<file path="config.mk">
export PLATFORM = sky130hd
export DESIGN_NAME = fsa_sprite_mover
export DESIGN_NICKNAME = d
export VERILOG_FILES = /design/src/rtl/fsa_sprite_mover.sv
export SDC_FILE = /design/constraint.sdc
export NUM_CORES = 1
export LEC_CHECK = 0
export ABC_AREA = 1
export ABC_CLOCK_PERIOD_IN_PS = 3460
export CAP_MARGIN = 40
export CORE_MARGIN = 2
export CORE_UTILIZATION = 53
export CTS_CLUSTER_DIAMETER = 40
export DETAILED_ROUTE_END_ITERATION = 16
export PLACE_DENSITY = 0.78
export SLEW_MARGIN = 30
export SYNTH_ARGS = -nofsm -noshare
export SYNTH_HDL_FRONTEND = slang
export SYNTH_SLANG_ARGS = --single-unit
</file>
<file path="constraint.sdc">
create_clock -name clk -period 3.46 [get_ports clk]
set_clock_uncertainty 0.2 [all_clocks]
set_input_delay 0.346 -clock clk [delete_from_list [all_inputs] [get_ports clk]]
set_output_delay 0.346 -clock clk [all_outputs]
set_load 0.01 [all_outputs]
</file>
<file path="src/rtl/fsa_sprite_mover.sv">
// Sprite mover: on each accepted frame tick, erases a WxH sprite, applies a
// clamped vertical move, then redraws it pixel-by-pixel from a bitmap mask.
// Emits absolute VGA coordinates, colour and write strobe directly.
//
// state       | meaning
// ------------+-----------------------------------------------------------
// S_INIT_DRAW | paint the sprite at Y_INIT after reset (W*H writes)
// S_IDLE      | wait for draw_enable with exactly one of up/down
// S_ERASE     | paint BG_COLOUR over the sprite at the old row
// S_MOVE      | one quiet cycle, commit the latched target row
// S_DRAW      | paint the sprite from the mask at the new row
// S_DONE      | one-cycle done pulse, back to idle
module fsa_sprite_mover #(
  parameter int X_W = 8,
  parameter int Y_W = 7,
  parameter int SPRITE_W = 2,
  parameter int SPRITE_H = 3,
  parameter logic [SPRITE_W*SPRITE_H-1:0] SPRITE_MASK = 6'b001100,
  parameter logic [2:0] FG_COLOUR = 3'b111,
  parameter logic [2:0] BG_COLOUR = 3'b000,
  parameter int X_POS = 4,
  parameter int Y_INIT = 60,
  parameter int Y_MIN = 0,
  parameter int Y_MAX = 117,
  parameter int STEP = 1
) (
  input  logic           clk,
  input  logic           reset_n,
  input  logic           draw_enable,
  input  logic           up,
  input  logic           down,
  output logic [X_W-1:0] x_out,
  output logic [Y_W-1:0] y_out,
  output logic [2:0]     colour,
  output logic           write_en,
  output logic [Y_W-1:0] y_pos,
  output logic           busy,
  output logic           done
);

  localparam int PX_W  = (SPRITE_W > 1) ? $clog2(SPRITE_W) : 1;
  localparam int PY_W  = (SPRITE_H > 1) ? $clog2(SPRITE_H) : 1;
  localparam int IDX_W = (SPRITE_W * SPRITE_H > 1) ? $clog2(SPRITE_W * SPRITE_H) : 1;

  localparam logic [PX_W-1:0] PX_LAST  = PX_W'(SPRITE_W - 1);
  localparam logic [PY_W-1:0] PY_LAST  = PY_W'(SPRITE_H - 1);
  localparam logic [Y_W-1:0]  Y_INIT_L = Y_W'(Y_INIT);
  localparam logic [Y_W-1:0]  Y_MIN_L  = Y_W'(Y_MIN);
  localparam logic [Y_W-1:0]  Y_MAX_L  = Y_W'(Y_MAX);
  localparam logic [Y_W-1:0]  STEP_L   = Y_W'(STEP);

  typedef enum logic [2:0] {
    S_INIT_DRAW,
    S_IDLE,
    S_ERASE,
    S_MOVE,
    S_DRAW,
    S_DONE
  } state_t;

  state_t          state_q;
  logic [PX_W-1:0] px_q;
  logic [PY_W-1:0] py_q;
  logic [Y_W-1:0]  y_pos_q;
  logic [Y_W-1:0]  target_q;
  logic [Y_W-1:0]  target_d;
  logic            accept;
  logic            last_px;
  logic            last_pix;
  logic [IDX_W-1:0] idx;
  logic            pixel_state;

  // Clamped target row; compares happen before the add/subtract so the
  // arithmetic can never wrap.
  always_comb begin
    target_d = y_pos_q;
    if (up) begin
      if ((y_pos_q > Y_MIN_L) && ((y_pos_q - Y_MIN_L) >= STEP_L)) target_d = y_pos_q - STEP_L;
      else                                                        target_d = Y_MIN_L;
    end else begin
      if ((y_pos_q < Y_MAX_L) && ((Y_MAX_L - y_pos_q) >= STEP_L)) target_d = y_pos_q + STEP_L;
      else                                                        target_d = Y_MAX_L;
    end
    accept   = draw_enable && (up ^ down) && (target_d != y_pos_q);
    last_px  = (px_q == PX_LAST);
    last_pix = last_px && (py_q == PY_LAST);
  end

  // Sequencer: state, pixel scan counters, sprite row and latched target.
  always_ff @(posedge clk or negedge reset_n) begin
    if (!reset_n) begin
      state_q  <= S_INIT_DRAW;
      px_q     <= '0;
      py_q     <= '0;
      y_pos_q  <= Y_INIT_L;
      target_q <= Y_INIT_L;
    end else begin
      case (state_q)
        S_INIT_DRAW, S_ERASE, S_DRAW: begin
          if (last_px) begin
            px_q <= '0;
            py_q <= last_pix ? '0 : py_q + 1'b1;
          end else begin
            px_q <= px_q + 1'b1;
          end
          if (last_pix) state_q <= (state_q == S_ERASE) ? S_MOVE : S_DONE;
        end
        S_IDLE: begin
          if (accept) begin
            target_q <= target_d;
            state_q  <= S_ERASE;
          end
        end
        S_MOVE: begin
          y_pos_q <= target_q;
          state_q <= S_DRAW;
        end
        S_DONE:  state_q <= S_IDLE;
        default: state_q <= S_IDLE;
      endcase
    end
  end

  // Moore output decode; write strobe is gated by reset so nothing is
  // written while reset is held even though the state decodes as a pass.
  always_comb begin
    idx         = IDX_W'(py_q) * IDX_W'(SPRITE_W) + IDX_W'(px_q);
    pixel_state = (state_q == S_INIT_DRAW) || (state_q == S_ERASE) || (state_q == S_DRAW);
    x_out       = X_W'(X_POS) + X_W'(px_q);
    y_out       = y_pos_q + Y_W'(py_q);
    colour      = BG_COLOUR;
    if (state_q != S_ERASE && SPRITE_MASK[idx]) colour = FG_COLOUR;
    write_en    = reset_n && pixel_state;
    y_pos       = y_pos_q;
    busy        = (state_q != S_IDLE);
    done        = (state_q == S_DONE);
  end

endmodule

</file>
-- Word-level counts from Yosys, hierarchy flattened
Memories as Yosys holds them, arrays and structs flattened.
Cells that the tools add are included.
- flip-flop bits (word level): 20
- latch bits: 0
- memory bits (writable): 0
- bits in read-only memories: 8
- logic and storage cells: 56
- memories kept: 1
- memories (memory ; words ; width ; rd ports ; clocked after Yosys merged registers in ; write ports ; line ; source):
    (name not given) ; 8 ; 1 ; 1 ; 0 ; 0 ; 132 ; if (state_q != S_ERASE && SPRITE_MASK[idx]) colour = FG_COLOUR;
- add/sub/neg operators: 8
- multipliers: 0
- div/mod/pow operators: 0
- $lt $le $gt $ge: 5
- equal/unequal tests: 11
- shift operators: 0
- mux-type cells: 11
- bitwise operators: 1
- reductions and logical operators: 14
- operators with widths (cell ; count):
    2-to-1 mux 7 bit ; 3
    greater-or-equal comparator 7 x 1 -> 1 bit (second input constant) ; 2
    2-to-1 mux 3 bit ; 4
    one-hot mux 3 bit (3 select lines) ; 1
    adder 7 x 1 -> 7 bit (second input constant) ; 1
    adder 7 x 2 -> 7 bit ; 1
    greater-than comparator 7 x 1 -> 1 bit (second input constant) ; 1
    logical AND 1 bit ; 7
    less-than comparator 7 bit (second input constant) ; 1
    != test 7 bit ; 1
    subtractor 7 x 1 -> 7 bit (second input constant) ; 1
    subtractor 7 bit (first input constant) ; 1
    equality test 3 x 2 -> 1 bit (second input constant) ; 2
    equality test 3 bit (second input constant) ; 2
    AND reduction 2 bit ; 3
    adder 3 x 1 -> 4 bit (first input constant) ; 1
    less-than comparator 3 x 4 -> 1 bit (second input constant) ; 1
    != test 2 bit (second input constant) ; 2
    adder 3 x 1 -> 3 bit ; 1
    equality test 3 x 1 -> 1 bit (second input constant) ; 1
    zero test 3 bit ; 1
    != test 3 x 1 -> 1 bit (second input constant) ; 1
    != test 3 x 2 -> 1 bit (second input constant) ; 1
    OR reduction 3 bit ; 1
    other kinds (7) ; 9

-- Longest topological paths before layout
- depth in word-level cells: 9
- depth in mapped cells: 18
- mapped depth without buffers: 17

-- Worst setup path before layout
OpenSTA, ideal clock, no wires.
- path type: register -> register
- start: register y_pos_q[2], in the netlist y_pos[2]
- end: register target_q[4]
- library setup time: 0.083 ns
- arrival: 2.156 ns
- data required time: 3.177 ns
- path slack: 1.020 ns
- cell stages (with the launch flop): 19
- path buffers: 2
- clock period less this slack: 2.440 ns
- path through: dfstp_2 > buf_6 > inv_6 > ha_1 > nand2_1 > o21ai_2 > nor2_1 > nand3_2 > nand2_2 > nand2_4 > nand2_2 > nand2_1 > nand2_1 > nor2_2 > nand2_2 > nand3_4 > buf_8 > nand2_2 > o21ai_2
- word-level cells in the longest chain between the ends: 8
- elaborated cells on any way between the ends: 15
- classes of those cells: 3 x add/sub; 4 x order compare; 1 x eq/ne; 3 x mux; 4 x reduce/logical
- RTL lines (what ; line ; source):
    start: declaration ; 64 ; logic [Y_W-1:0] y_pos_q;
    start signal: assignment ; 115 ; y_pos_q <= target_q;
    subtractor 7 bit ; 81 ; if ((y_pos_q < Y_MAX_L) && ((Y_MAX_L - y_pos_q) >= STEP_L)) target_d = y_pos_q + STEP_L;
    greater-or-equal comparator 7 x 1 -> 1 bit ; 81 ;
    logical AND 1 bit ; 81 ;
    2-to-1 mux 7 bit ; 81 ;
    2-to-1 mux 7 bit ; 77 ; if (up) begin
    != test 7 bit ; 84 ; accept = draw_enable && (up ^ down) && (target_d != y_pos_q);
    logical AND 1 bit ; 84 ;
    AND reduction 2 bit (no line) ; n/a ;
    end signal: assignment ; 110 ; target_q <= target_d;
    end: declaration ; 65 ; logic [Y_W-1:0] target_q;
Parallel ways exist; a longest one is shown, timed or not.
A chain may end at the register's enable or synchronous reset.

-- Worst setup path after layout
- start: register y_pos_q[1], in the netlist y_pos[1]
- end: output port y_out[6]
- word-level cells in the longest chain between the ends: 1
- RTL lines (what ; line ; source):
    adder 7 x 2 -> 7 bit ; 130 ; y_out = y_pos_q + Y_W'(py_q);
    end: declaration ; 33 ; output logic [Y_W-1:0] y_out,
No other way between the ends.

==> flow_metrics.py <==
metrics = {
    "final_layout": {
        "synthToLayoutAreaGrowth_pct": 12.41,
        "drive_gt1_frac": 0.2008,
        "multi_input_comb_area_mm2": 0.001027,
        "layout.cells.most_common_list": "nand2_1, clkdlybuf4s50_1, inv_1, nand3_1, nor2_1",
        "nNetsFinal": 262,
        "diodes": 0,
        "most_frequent_standard_cell_in_the_layout_excluding_fill_and_tap_cells": "nand2_1",
        "layout.filler_cells": 319,
        "sequential_cell_area_um2": 510.5,
    },
    "run": {
        "cap_viol_max_count": 0,
    },
    "worst_setup_path": {
        "critical-path-max-stage-delay_ns": 0.55,
        "critical_path_arrival_ns": 2.72,
        "worst_setup_path_end_kind": "output pin",
        "worst_setup_start_kind": "flop",
        "timing_worst_setup_path_type": "flop to output pin",
        "critical_path_buf_inv_count": 2,
        "cp_max_fo": 8,
        "timing.critical_path.slowest_stage_cell": "clkdlybuf4s50_1",
        "timing.reg2reg.worst_path_depth": 16,
        "regToRegStartpoint": "y_pos[2]$_DFFE_PN1P_",
        "reg2reg_setup_slack_ns": 0.75,
        "critPathTopFamily": "buffers and inverters",
        "crit_chain": "inv_1 > fa_1 > nor3_1 > nand2_1 > xor2_1 > clkdlybuf4s50_1",
        "data_required_critical_path_ns": 2.91,
        "r2r_end": "target_q[0]$_DFFE_PN0P_",
    },
    "die": {
        "pin_count": 33,
        "total_die_area_mm2": 0.003827,
        "design.core.area_mm2": 0.003284,
        "floorplan.initialDensity": 0.5402,
        "floorplan.die.height_um": 61.86,
        "die_x_um": 61.86,
        "core.rowCount": 21,
    },
    "hold_path": {
        "hold-path-endpoint": "target_q[3]$_DFFE_PN1P_",
        "hold-path-cell-count": 2,
        "timing.hold.worst.start": "target_q[3]$_DFFE_PN1P_",
        "hold_class": "flop to flop",
    },
    "sta": {
        "slew_viol_final": 0,
        "timing.final.crit_share": 0.9441,
        "whs_ns": 0.2829,
        "fmax_mhz": 306.1,
        "timing.max_slew.rel_slack": 0.6394,
        "final_period_minus_worst_setup_slack_ns": 3.267,
        "fin_tns_setup_ns": 0,
        "report.final.hold_viol_count": 0,
        "setup_viol_count_final": 0,
        "worst_pin_slew_ns": 0.5394,
        "grt_setup_unrepaired": "no",
    },
    "global_route": {
        "grt_pass1_vias": 1300,
        "global_router_s_overall_resource_usage": 0.2052,
        "global_route_wire_length_before_repair_um": 5878,
        "global_route.overflow_total": 0,
        "antenna_found_initial": 0,
        "grt_max_degree": 21,
    },
    "clocking": {
        "clk_pin_slew_ns": 0.12,
        "cts_sinks": 20,
        "clkLatencyLatePin_ns": 0.30,
        "ctsLongestPathBuffers": 2,
        "tritoncts": "yes",
        "htree_levels": 1,
        "cts_made_buffers": 3,
        "cts_hold_buf": 0,
        "cts_post_setup_buffers_inserted": 0,
        "post_cts_resized": 0,
        "root_buffer": "clkbuf_4",
    },
    "detailed_routing": {
        "routed_via_density": 4.990,
        "drt_drc_violations_left": 0,
        "route.detailed.wl_per_inst_um": 11.95,
        "antenna_left": 0,
        "drt_iter0_drc": 97,
        "wirelength_um": 3466,
        "drt_first_pass_iters": 4,
        "vias": 1447,
    },
    "synthesis": {
        "netlist_instances": 226,
        "netlist_area_mm2": 0.001774,
        "synth_cell_types": 32,
        "synth_seq_area_share": 0.2877,
        "ys_warn_count": 0,
        "synth_adder_area_share": 0.08886,
        "yosys-mux-area-fraction": 0,
        "synth.avg_cell_area_um2": 7.850,
        "area_fraction_in_compound_gates_after_synthesis": 0.1192,
        "synth-simple-area-share": 0.2969,
        "synth_top_family_by_area": "simple AND/OR/NAND/NOR gates",
        "post_synth_xor_area_fraction": 0.05924,
        "synth.ff_latch_count": 20,
    },
    "power": {
        "total_switching_power_uw": 1009,
        "power.leakage_uw": 0.0009582,
        "peakVddDrop_mv": 0.5538,
        "share_seq_of_total_power": 0.272,
        "p_int_uw": 1094,
        "power.switching_fraction": 0.4800,
        "power_density_mw_per_mm2": 1054,
        "power.total_uw": 2103,
        "combinationalPowerShare": 0.663,
        "power.share.clock": 0.065,
    },
    "place": {
        "gp_routability_congestion": 0.8933,
        "detail_placement_hpwl_um": 2710,
        "number_of_input_and_output_port_buffers_inserted": 25,
    },
    "status": {
        "status": "completed",
    },
}
-- worst min-delay path: cells and delay by family (launching register included) --
family,cells,cell delay [ns]
flip-flops,1,0.39
AND/OR/NAND/NOR,1,0.06
AO/OA/AOI/OAI,1,0.04
-- power by group through the flow --
stage          Combinational (µW)  Sequential, µW  Clock [µW]
6_report                     1390             572         137
5_1_grt                      1570             593         153
4_1_cts                      1410             571         141
3_5_place_dp                 1390             576           0
3_3_place_gp                 1390             572           0
2_1_floorplan                1050             499           0
-- per-stage QoR --
stage | utilization | cell area, µm² | instances | setup WS, ns
floorplan | - | 1793 | 231 | 1.020
global placement | 0.5962 | 1958 | 286 | 0.6024
detailed placement | 0.5962 | 1958 | 286 | 0.5354
CTS | 0.6072 | 1994 | 290 | 0.1743
global route | 0.6072 | 1994 | 290 | 0.04102
finish | 0.6072 | 1994 | 290 | 0.1934
-- cells in the mapped netlist, drive strengths merged --
cell | instances | area [µm²]
a21oi | 16 | 87.59
buf | 16 | 146.4
clkbuf | 2 | 11.26
conb | 2 | 7.510
dfrtp | 12 | 300.3
dfstp | 8 | 210.2
fa | 1 | 20.02
ha | 11 | 137.6
inv | 24 | 97.60
nand2 | 54 | 247.7
nand3 | 20 | 122.6
nand4 | 7 | 43.79
nor2 | 20 | 92.59
nor3 | 4 | 20.02
o21ai | 15 | 108.9
o31ai | 2 | 15.01
xnor2 | 2 | 17.52
xor2 | 10 | 87.58
-- sequential cells by signal, indices dropped and copies added (netlist names) --
name and count:
last_px 1, py_q 2, target_q 7, state_q 3, y_pos 7
-- how the worst max path moves through the flow --
stage                              end            startpoint  cells after the start  slack, ns
4_1_cts                       y_out[6]  y_pos[1]$_DFFE_PN0P_                      6       0.17
2_1_floorplan  target_q[4]$_DFFE_PN1P_  y_pos[2]$_DFFE_PN1P_                     18       1.02
5_1_grt                       y_out[6]  y_pos[1]$_DFFE_PN0P_                      6       0.04
3_3_place_gp                  y_out[6]  y_pos[1]$_DFFE_PN0P_                      6       0.60
6_report                      y_out[6]  y_pos[1]$_DFFE_PN0P_                      6       0.19
3_5_place_dp                  y_out[6]  y_pos[1]$_DFFE_PN0P_                      6       0.54
-- area by class of cell --
cell class	count	area share
clock buffers	4	0.01819
multi-input cells	169	0.5151
repair buffers	27	0.1330
flip-flops and latches	20	0.2560
inverters	24	0.04893
well taps	46	0.02886
-- cells by family after synthesis --
logic type / Yosys count
adder cells (fa/ha/maj): 12
other: 2
AND/OR/NAND/NOR: 105
flip-flops: 20
AO/OA/AOI/OAI: 33
buffers and inverters: 42
XOR/XNOR: 12
-- routing by layer --
layer	track usage	up-vias	wire length, µm
met2	0.3474	32	1664
met5	0	-	0
li1	-	746	-
met4	0.03343	0	14
met3	0.03313	2	161
met1	0.2819	667	1626
Power figures use the tool's default switching activity.
